--- src/rtl/wasm_run_ctrl.sv ---
// Run controller for a WebAssembly CPU core: streams a program into instruction
// BRAM, holds the core in reset briefly, then supervises the run until a status flag or timeout.
module wasm_run_ctrl #(
    parameter int ADDR_W  = 10,
    parameter int CNT_W   = 32,
    parameter int TIMEOUT = 1000
) (
    input  logic              i_clk,
    input  logic              i_rst,
    input  logic              i_start,
    input  logic [ADDR_W:0]   i_load_len,
    input  logic              i_ld_valid,
    input  logic [7:0]        i_ld_data,
    output logic              o_ld_ready,
    output logic              o_mem_we,
    output logic [ADDR_W-1:0] o_mem_addr,
    output logic [7:0]        o_mem_wdata,
    output logic              o_cpu_rst_n,
    input  logic              i_cpu_finish,
    input  logic              i_cpu_error,
    input  logic              i_cpu_stack_full,
    output logic              o_busy,
    output logic              o_done,
    output logic [1:0]        o_status,
    output logic [CNT_W-1:0]  o_cycle_cnt
);

    localparam logic [ADDR_W:0]  MAX_LEN  = (ADDR_W+1)'(1) << ADDR_W;
    localparam logic [CNT_W-1:0] CNT_LAST = CNT_W'(TIMEOUT - 1);

    localparam logic [1:0] ST_FINISHED  = 2'd0;
    localparam logic [1:0] ST_INSTR_ERR = 2'd1;
    localparam logic [1:0] ST_STACK     = 2'd2;
    localparam logic [1:0] ST_TIMEOUT   = 2'd3;

    typedef enum logic [2:0] {
        S_IDLE,
        S_LOAD,
        S_CPU_RST,
        S_RUN,
        S_DONE
    } state_t;

    state_t          state;
    logic [ADDR_W:0] len;
    logic [ADDR_W:0] idx;
    logic [ADDR_W:0] idx_nxt;
    logic [ADDR_W:0] start_len;
    logic            rst_cnt;
    logic            accept;

    // Writes are suppressed during reset so a mid-load reset leaves BRAM untouched.
    assign accept      = o_ld_ready & i_ld_valid & ~i_rst;
    assign o_mem_we    = accept;
    assign o_mem_addr  = accept ? idx[ADDR_W-1:0] : '0;
    assign o_mem_wdata = accept ? i_ld_data : '0;
    assign idx_nxt     = idx + (ADDR_W+1)'(1);
    assign start_len   = (i_load_len > MAX_LEN) ? MAX_LEN : i_load_len;

    always_ff @(posedge i_clk) begin
        if (i_rst) begin
            state       <= S_IDLE;
            len         <= '0;
            idx         <= '0;
            rst_cnt     <= 1'b0;
            o_ld_ready  <= 1'b0;
            o_cpu_rst_n <= 1'b0;
            o_busy      <= 1'b0;
            o_done      <= 1'b0;
            o_status    <= '0;
            o_cycle_cnt <= '0;
        end else begin
            case (state)
                S_IDLE, S_DONE: begin
                    if (i_start) begin
                        len         <= start_len;
                        idx         <= '0;
                        rst_cnt     <= 1'b0;
                        o_done      <= 1'b0;
                        o_cycle_cnt <= '0;
                        o_busy      <= 1'b1;
                        o_cpu_rst_n <= 1'b0;
                        if (start_len != '0) begin
                            state      <= S_LOAD;
                            o_ld_ready <= 1'b1;
                        end else begin
                            state <= S_CPU_RST;
                        end
                    end
                end

                S_LOAD: begin
                    if (accept) begin
                        idx <= idx_nxt;
                        if (idx_nxt == len) begin
                            state      <= S_CPU_RST;
                            o_ld_ready <= 1'b0;
                            rst_cnt    <= 1'b0;
                        end
                    end
                end

                S_CPU_RST: begin
                    if (rst_cnt) begin
                        state       <= S_RUN;
                        o_cpu_rst_n <= 1'b1;
                    end else begin
                        rst_cnt <= 1'b1;
                    end
                end

                S_RUN: begin
                    // Counter holds on the exit cycle so it reports the sampling cycle.
                    if (i_cpu_error || i_cpu_stack_full || i_cpu_finish ||
                        o_cycle_cnt == CNT_LAST) begin
                        state       <= S_DONE;
                        o_done      <= 1'b1;
                        o_busy      <= 1'b0;
                        o_cpu_rst_n <= 1'b0;
                        if (i_cpu_error)
                            o_status <= ST_INSTR_ERR;
                        else if (i_cpu_stack_full)
                            o_status <= ST_STACK;
                        else if (i_cpu_finish)
                            o_status <= ST_FINISHED;
                        else
                            o_status <= ST_TIMEOUT;
                    end else if (o_cycle_cnt != '1) begin
                        o_cycle_cnt <= o_cycle_cnt + CNT_W'(1);
                    end
                end

                default: state <= S_IDLE;
            endcase
        end
    end

endmodule
--- config.mk ---
export PLATFORM = sky130hd
export DESIGN_NAME = wasm_run_ctrl
export DESIGN_NICKNAME = d
export VERILOG_FILES = /design/src/rtl/wasm_run_ctrl.sv
export SDC_FILE = /design/constraint.sdc
export NUM_CORES = 1
export LEC_CHECK = 0
export BUFFER_PORTS_ARGS = -buffer_cell sky130_fd_sc_hd__buf_2
export CORE_MARGIN = 4
export CORE_UTILIZATION = 35
export DETAILED_ROUTE_END_ITERATION = 6
export GPL_ROUTABILITY_DRIVEN = 0
export PLACE_DENSITY = 0.68
export SLEW_MARGIN = 20
export SYNTH_ARGS = -nofsm -noshare
export SYNTH_HDL_FRONTEND = slang
export SYNTH_SLANG_ARGS = --single-unit
export TNS_END_PERCENT = 1
--- constraint.sdc ---
create_clock -name i_clk -period 2.2 [get_ports i_clk]
set_input_delay 0.44 -clock i_clk [delete_from_list [all_inputs] [get_ports i_clk]]
set_output_delay 0.44 -clock i_clk [all_outputs]
set_load 0.005 [all_outputs]
---- Word level (Yosys, flattened, before mapping) ----
Cells that the tools add are included.
Widths: inputs -> output; s select.
word-level totals
  bits in registers ....................... 64
  input port bits ......................... 26
  logic and storage cells ................. 84
cells by class
  add/sub/neg operators ................... 2
  magnitude comparators ................... 1
  equality and inequality tests ........... 15
  muxes and demuxes ....................... 34
  bitwise logic cells ..................... 3
  reductions and logical operators ........ 19
operator list
  kind                   number
  $mux 32                3
  $pmux 32 s2            1
  $mux 11                3
  $add 32x1->32 const B  1
  $eq 32x10->1 const B   1
  $ne 32x32->1 const B   1
  $pmux 11 s2            1
  $ne 2x2->1 const B     8
  $mux 3                 5
  $pmux 3 s4             1
  $reduce_and 4->1       3
  $add 11x1->11 const B  1
  $eq 11x11->1           1
  $gt 11x11->1 const B   1
  $reduce_bool 11->1     1
  $mux 10                1
  $reduce_and 5->1       2
  $mux 1                 9
  $mux 2                 4
  $mux 8                 1
  $eq 3x2->1 const B     2
  $pmux 1 s2             3
  $pmux 1 s3             2
  $reduce_and 3->1       2
  10 further kinds       16

---- Depth between registers and ports, before layout ----
  word-level depth ........................ 6
  depth in mapped cells ................... 9

---- Least setup slack after synthesis ----
No wires, ideal clock.
  path type ............................... register -> register
  start ................................... reg idx[0]
  end ..................................... reg state[1]
  setup time .............................. 58 ps
  arrival time ............................ 2243 ps
  required time ........................... 2142 ps
  setup slack ............................. -101 ps
  stages on the path, launching flop included .. 8
  buffers on the path ..................... 0
  clock period less this slack ............ 2301 ps
  path through ............................ dfxtp_1 > ha_1 > and3_2 > nand3_4 > or4_1 > a221o_1 > nor4_1 > a311o_2
between the ends
  word-level cells in the longest chain between the ends .. 4
ends and longest elaborated chain
  element                     RTL line  source
  start: declaration          46        logic [ADDR_W:0] idx;
  start signal: assignment    94        idx <= idx_nxt;
  $add 11x1->11               57        assign idx_nxt = idx + (ADDR_W+1)'(1);
  $eq 11x11->1                95        if (idx_nxt == len) begin
  $ne 2x2->1 (no line)        n/a
  $reduce_and 5->1 (no line)  n/a
  end signal: assignment      62        state <= S_IDLE;
  end signal: assignment      96        state <= S_CPU_RST;
  end signal: assignment      105       state <= S_RUN;
  end: declaration            44        state_t state;
No other way between the ends.
A chain may end at the register's enable or synchronous reset.

---- Final worst setup path ----
  start ................................... reg o_cycle_cnt[9]
  end ..................................... reg o_cycle_cnt[27]
between the ends
  word-level cells in the longest chain between the ends .. 4
ends and longest elaborated chain
  element                                          RTL line  source
  start: declaration                               25        output logic [CNT_W-1:0] o_cycle_cnt
  start signal: assignment                         129       o_cycle_cnt <= o_cycle_cnt + CNT_W'(1);
  $add 32x1->32 or $eq 32x10->1 (tied branches)    129, 115
  $mux 32 or $logic_or 1x1->1 (tied branches)      128, 114
  $mux 32 or $ne 2x2->1 (tied branches)            n/a
  $pmux 32 s2 or $reduce_and 4->1 (tied branches)  n/a
Parallel ways exist; a longest one is shown, timed or not. The select of a mux whose other input is x is not followed.

==> qor.json <==
{
  "clock_path_buffers": {"value": 2},
  "worst_r2r_startpoint": {"value": "o_cycle_cnt[9]"},
  "finalCritPeriodShare": {"value": 97.19, "unit": "%"},
  "layer_with_the_highest_usage": {"value": "met2"},
  "slew_headroom": {"value": 31.51, "unit": "%"},
  "met1_usage": {"value": 25.13, "unit": "%"},
  "drc": {"value": 0},
  "power": {"value": 0.003319, "unit": "W"},
  "power_per_cell_area": {"value": 694.3, "unit": "mW/mm^2"},
  "r2r-end": {"value": "o_cycle_cnt[27]"},
  "design_area": {"value": 0.004780, "unit": "mm^2"},
  "die_height": {"value": 108.4, "unit": "um"},
  "yosysSeqAreaShare": {"value": 36.29, "unit": "%"},
  "min_delay_worst_endpoint": {"value": "len[6]"},
  "yosys.area_share.adder": {"value": 0.7087, "unit": "%"},
  "hold_path.startpoint": {"value": "i_load_len[6]"},
  "finClkSkew": {"value": 8.243, "unit": "ps"},
  "synth_enable_flop_cells": {"value": 0},
  "grt_pass1_wl": {"value": 16760, "unit": "um"},
  "depth_of_the_worst_hold_timing_path": {"value": 3},
  "layout_min_cycle_time": {"value": 2138, "unit": "ps"},
  "io-pin-count": {"value": 83},
  "met3_track_demand_over_resource_in_global_routing": {"value": 3.701, "unit": "%"},
  "post_synth_main_area_contributors": {"value": "sky130_fd_sc_hd__dfxtp_1 (36%), sky130_fd_sc_hd__a21oi_1 (7.4%), sky130_fd_sc_hd__nor2_1 (4.8%)"},
  "synthesis.area_per_instance": {"value": 7.794, "unit": "um^2"},
  "cp_max_fo": {"value": 13},
  "grt_max_degree": {"value": 36},
  "via_density": {"value": 5.504},
  "regToRegSetupSlack": {"value": 60, "unit": "ps"},
  "ant_nets": {"value": 0},
  "critical_path_class": {"value": "reg -> reg"},
  "drt_pass1_iterations": {"value": 6},
  "synth_commonest_cells": {"value": "sky130_fd_sc_hd__dfxtp_1 (64), sky130_fd_sc_hd__a21oi_1 (52), sky130_fd_sc_hd__nor2_1 (45), sky130_fd_sc_hd__nand2_1 (29), sky130_fd_sc_hd__o21ai_0 (29)"},
  "tritoncts_num_sinks": {"value": 64},
  "worst_slew_pin_slew": {"value": 1015, "unit": "ps"},
  "drt-initial-drc-count": {"value": 257},
  "totalWireLength": {"value": 10470, "unit": "um"},
  "synthesis.area": {"value": 0.003531, "unit": "mm^2"},
  "yosysUniqueCellTypes": {"value": 50},
  "cp_data_required_time": {"value": 2470, "unit": "ps"},
  "cp_capture_type": {"value": "flop"},
  "yosys.area_share.simple": {"value": 33.24, "unit": "%"},
  "area_delta_synth_final": {"value": 35.36, "unit": "%"},
  "clock_latency_on_the_worst_skew_pair": {"value": 350, "unit": "ps"},
  "gr-total-overflow": {"value": 0},
  "dominant_combinational_cell_family_by_area_after_synthesis": {"value": "simple AND/OR/NAND/NOR gates"},
  "holdCritPathClass": {"value": "in -> reg"},
  "final_number_of_setup_violating_endpoints": {"value": 0},
  "die_area": {"value": 0.01176, "unit": "mm^2"},
  "tritoncts": {"value": "done"},
  "xor_xnor_cell_area_share_of_the_yosys_netlist": {"value": 4.713, "unit": "%"},
  "synth.net_count": {"value": 481},
  "num_rows": {"value": 36},
  "initial_core_util": {"value": 35.96, "unit": "%"},
  "numCtsBuffers": {"value": 9},
  "final_hold_violating_endpoints": {"value": 0},
  "antennaDiodeCount": {"value": 0},
  "grt_pass1_vias": {"value": 3461},
  "netlist_instances": {"value": 453},
  "worstSetupStartpointType": {"value": "flop"},
  "dr_total_vias": {"value": 3897},
  "rr_worst_depth": {"value": 7},
  "place_hpwl": {"value": 7536, "unit": "um"},
  "h-tree-depth": {"value": 3},
  "gr-usage-met2": {"value": 26.74, "unit": "%"},
  "seq_cells_post_synth": {"value": 64},
  "max_rail_drop_vdd": {"value": 0.0003419, "unit": "V"},
  "area_fraction_in_compound_gates_after_synthesis": {"value": 20.66, "unit": "%"},
  "max_cap_violations": {"value": 0},
  "yosysMostFrequentCell": {"value": "sky130_fd_sc_hd__dfxtp_1"},
  "drive_gt1_share": {"value": 30.78, "unit": "%"},
  "ys_warn_count": {"value": 0},
  "grtUsageTotal": {"value": 17.80, "unit": "%"},
  "wire_per_inst": {"value": 14.79, "unit": "um"},
  "post_dp_cell_area": {"value": 0.004352, "unit": "mm^2"},
  "fillCellCount": {"value": 962},
  "run_status": {"value": "finished clean"},
  "grt_antenna_before_repair": {"value": 0},
  "crit_path_start": {"value": "o_cycle_cnt[9]"},
  "synth.area.mux_share": {"value": 0.5670, "unit": "%"},
  "ys.flop_type": {"value": "sky130_fd_sc_hd__dfxtp_1"},
  "number_of_i_o_port_buffers": {"value": 82},
  "worst_setup_hold_path_clk_slew": {"value": 70, "unit": "ps"},
  "cts_root_buf": {"value": "sky130_fd_sc_hd__clkbuf_8"},
  "async_reset_ff_share": {"value": 0, "unit": "%"},
  "placeableCoreArea": {"value": 0.009819, "unit": "mm^2"},
  "arrival_time_at_the_worst_endpoint": {"value": 2410, "unit": "ps"},
  "achievable-frequency": {"value": 467.7, "unit": "MHz"},
  "final_nets": {"value": 598},
  "cellLeakagePower": {"value": 1.864, "unit": "nW"},
  "post-synth-top-area-fraction": {"value": 36.29, "unit": "%"},
  "grt_setup_unrepaired": {"value": "true"},
  "final-max-slew-violation-count": {"value": 0},
  "synth_top_cell_by_area": {"value": "sky130_fd_sc_hd__dfxtp_1"},
  "die_w": {"value": 108.4, "unit": "um"}
}
## worst max path at each step
| stage | endpoint | slack [ps] | cells after the start |
|---|---|---|---|
| 3_5_place_dp | rst_cnt | -10 | 7 |
| 6_report | o_cycle_cnt[27] | 60 | 7 |
| 2_1_floorplan | state[1] | -20 | 7 |
| 5_1_grt | o_cycle_cnt[1] | -70 | 8 |
| 3_3_place_gp | o_ld_ready | 50 | 7 |
| 4_1_cts | o_ld_ready | -8 | 7 |
## metal layers
metal / vias to the layer above / share of wire [%]
li1: 1915 / -
met1: 1809 / 47
met2: 153 / 45
met3: 20 / 6.6
met4: 0 / 1.8
met5: - / 0
## stage by stage
stage | hold WS, ps | utilization [%] | cells | TNS [ps] | worst slack [ps]
global route | 332.4 | 48.67 | 708 | -777.4 | -73.94
global placement | 445.6 | 44.32 | 687 | 0 | 48.64
floorplan | 447.8 | - | 453 | -51.39 | -18.82
finish | 347.6 | 48.67 | 708 | 0 | 61.78
detailed placement | 455.3 | 44.32 | 687 | -18.72 | -11.96
CTS | 335.7 | 47.06 | 703 | -8.435 | -8.435
## final cells by class
type                    count  area, um^2  share of cell area (%)
repair buffers            131       793.3                   16.60
inverters                   9       33.78                  0.7068
flip-flops and latches     64        1287                   26.94
well taps                 133       166.4                   3.482
multi-input cells         355        2235                   46.75
clock buffers              12       165.2                   3.455
clock inverters             4       98.84                   2.068
## power by group
group	internal [W]	switching [W]	total, W	leakage, nW
Combinational	0.000287	0.000442	0.000728	1.21
Clock	0.000848	0.000465	0.00131	0.133
Sequential	0.00122	0.0000540	0.00128	0.520
## placed cells by master (no fill, tap or decap), drive strengths merged, types with 4 or more instances in the layout
cell,instances
a21oi,52
a22oi,6
and2,22
and3,5
and4,4
buf,131
clkbuf,12
dfxtp,64
inv,9
nand2,29
nand3,21
nand3b,5
nand4,12
nor2,45
nor3,9
nor3b,8
nor4,11
o2111ai,5
o21ai,29
o31ai,9
or3,22
or4,10
xnor2,12
xor2,7
## worst max-delay path, cell delays in order (launching register included)
cell and delay (ps):
sky130_fd_sc_hd__dfxtp_1 370, sky130_fd_sc_hd__inv_1 100, sky130_fd_sc_hd__or3_4 440, sky130_fd_sc_hd__nor4_2 290, sky130_fd_sc_hd__o2111ai_1 160, sky130_fd_sc_hd__buf_4 210, sky130_fd_sc_hd__or3_1 350, sky130_fd_sc_hd__a21oi_1 160
## logic make-up (layout without fill, tap and decap cells)
group	count (synthesis)	count (layout)
simple gates	212	212
buf+inv	34	156
mux	2	2
xor+xnor	19	19
flops	64	64
fa+ha+maj	2	2
compound gates	120	120
## state kept, by name (all words and copies together) (netlist names)
name         count
o_cycle_cnt     32
idx             11
len             11
state            3
o_status         2
o_busy           1
o_cpu_rst_n      1
o_done           1
o_ld_ready       1
rst_cnt          1
## what timing repair did
action,in CTS,in global routing
hold buffers,0,0
gates cloned,0,1
endpoints found under the setup margin,2,35
setup buffers,0,4
resized for setup,1,30
hold endpoints to repair,0,0
pin swaps,0,14
Note: power is estimated with default switching activity, not from simulation.
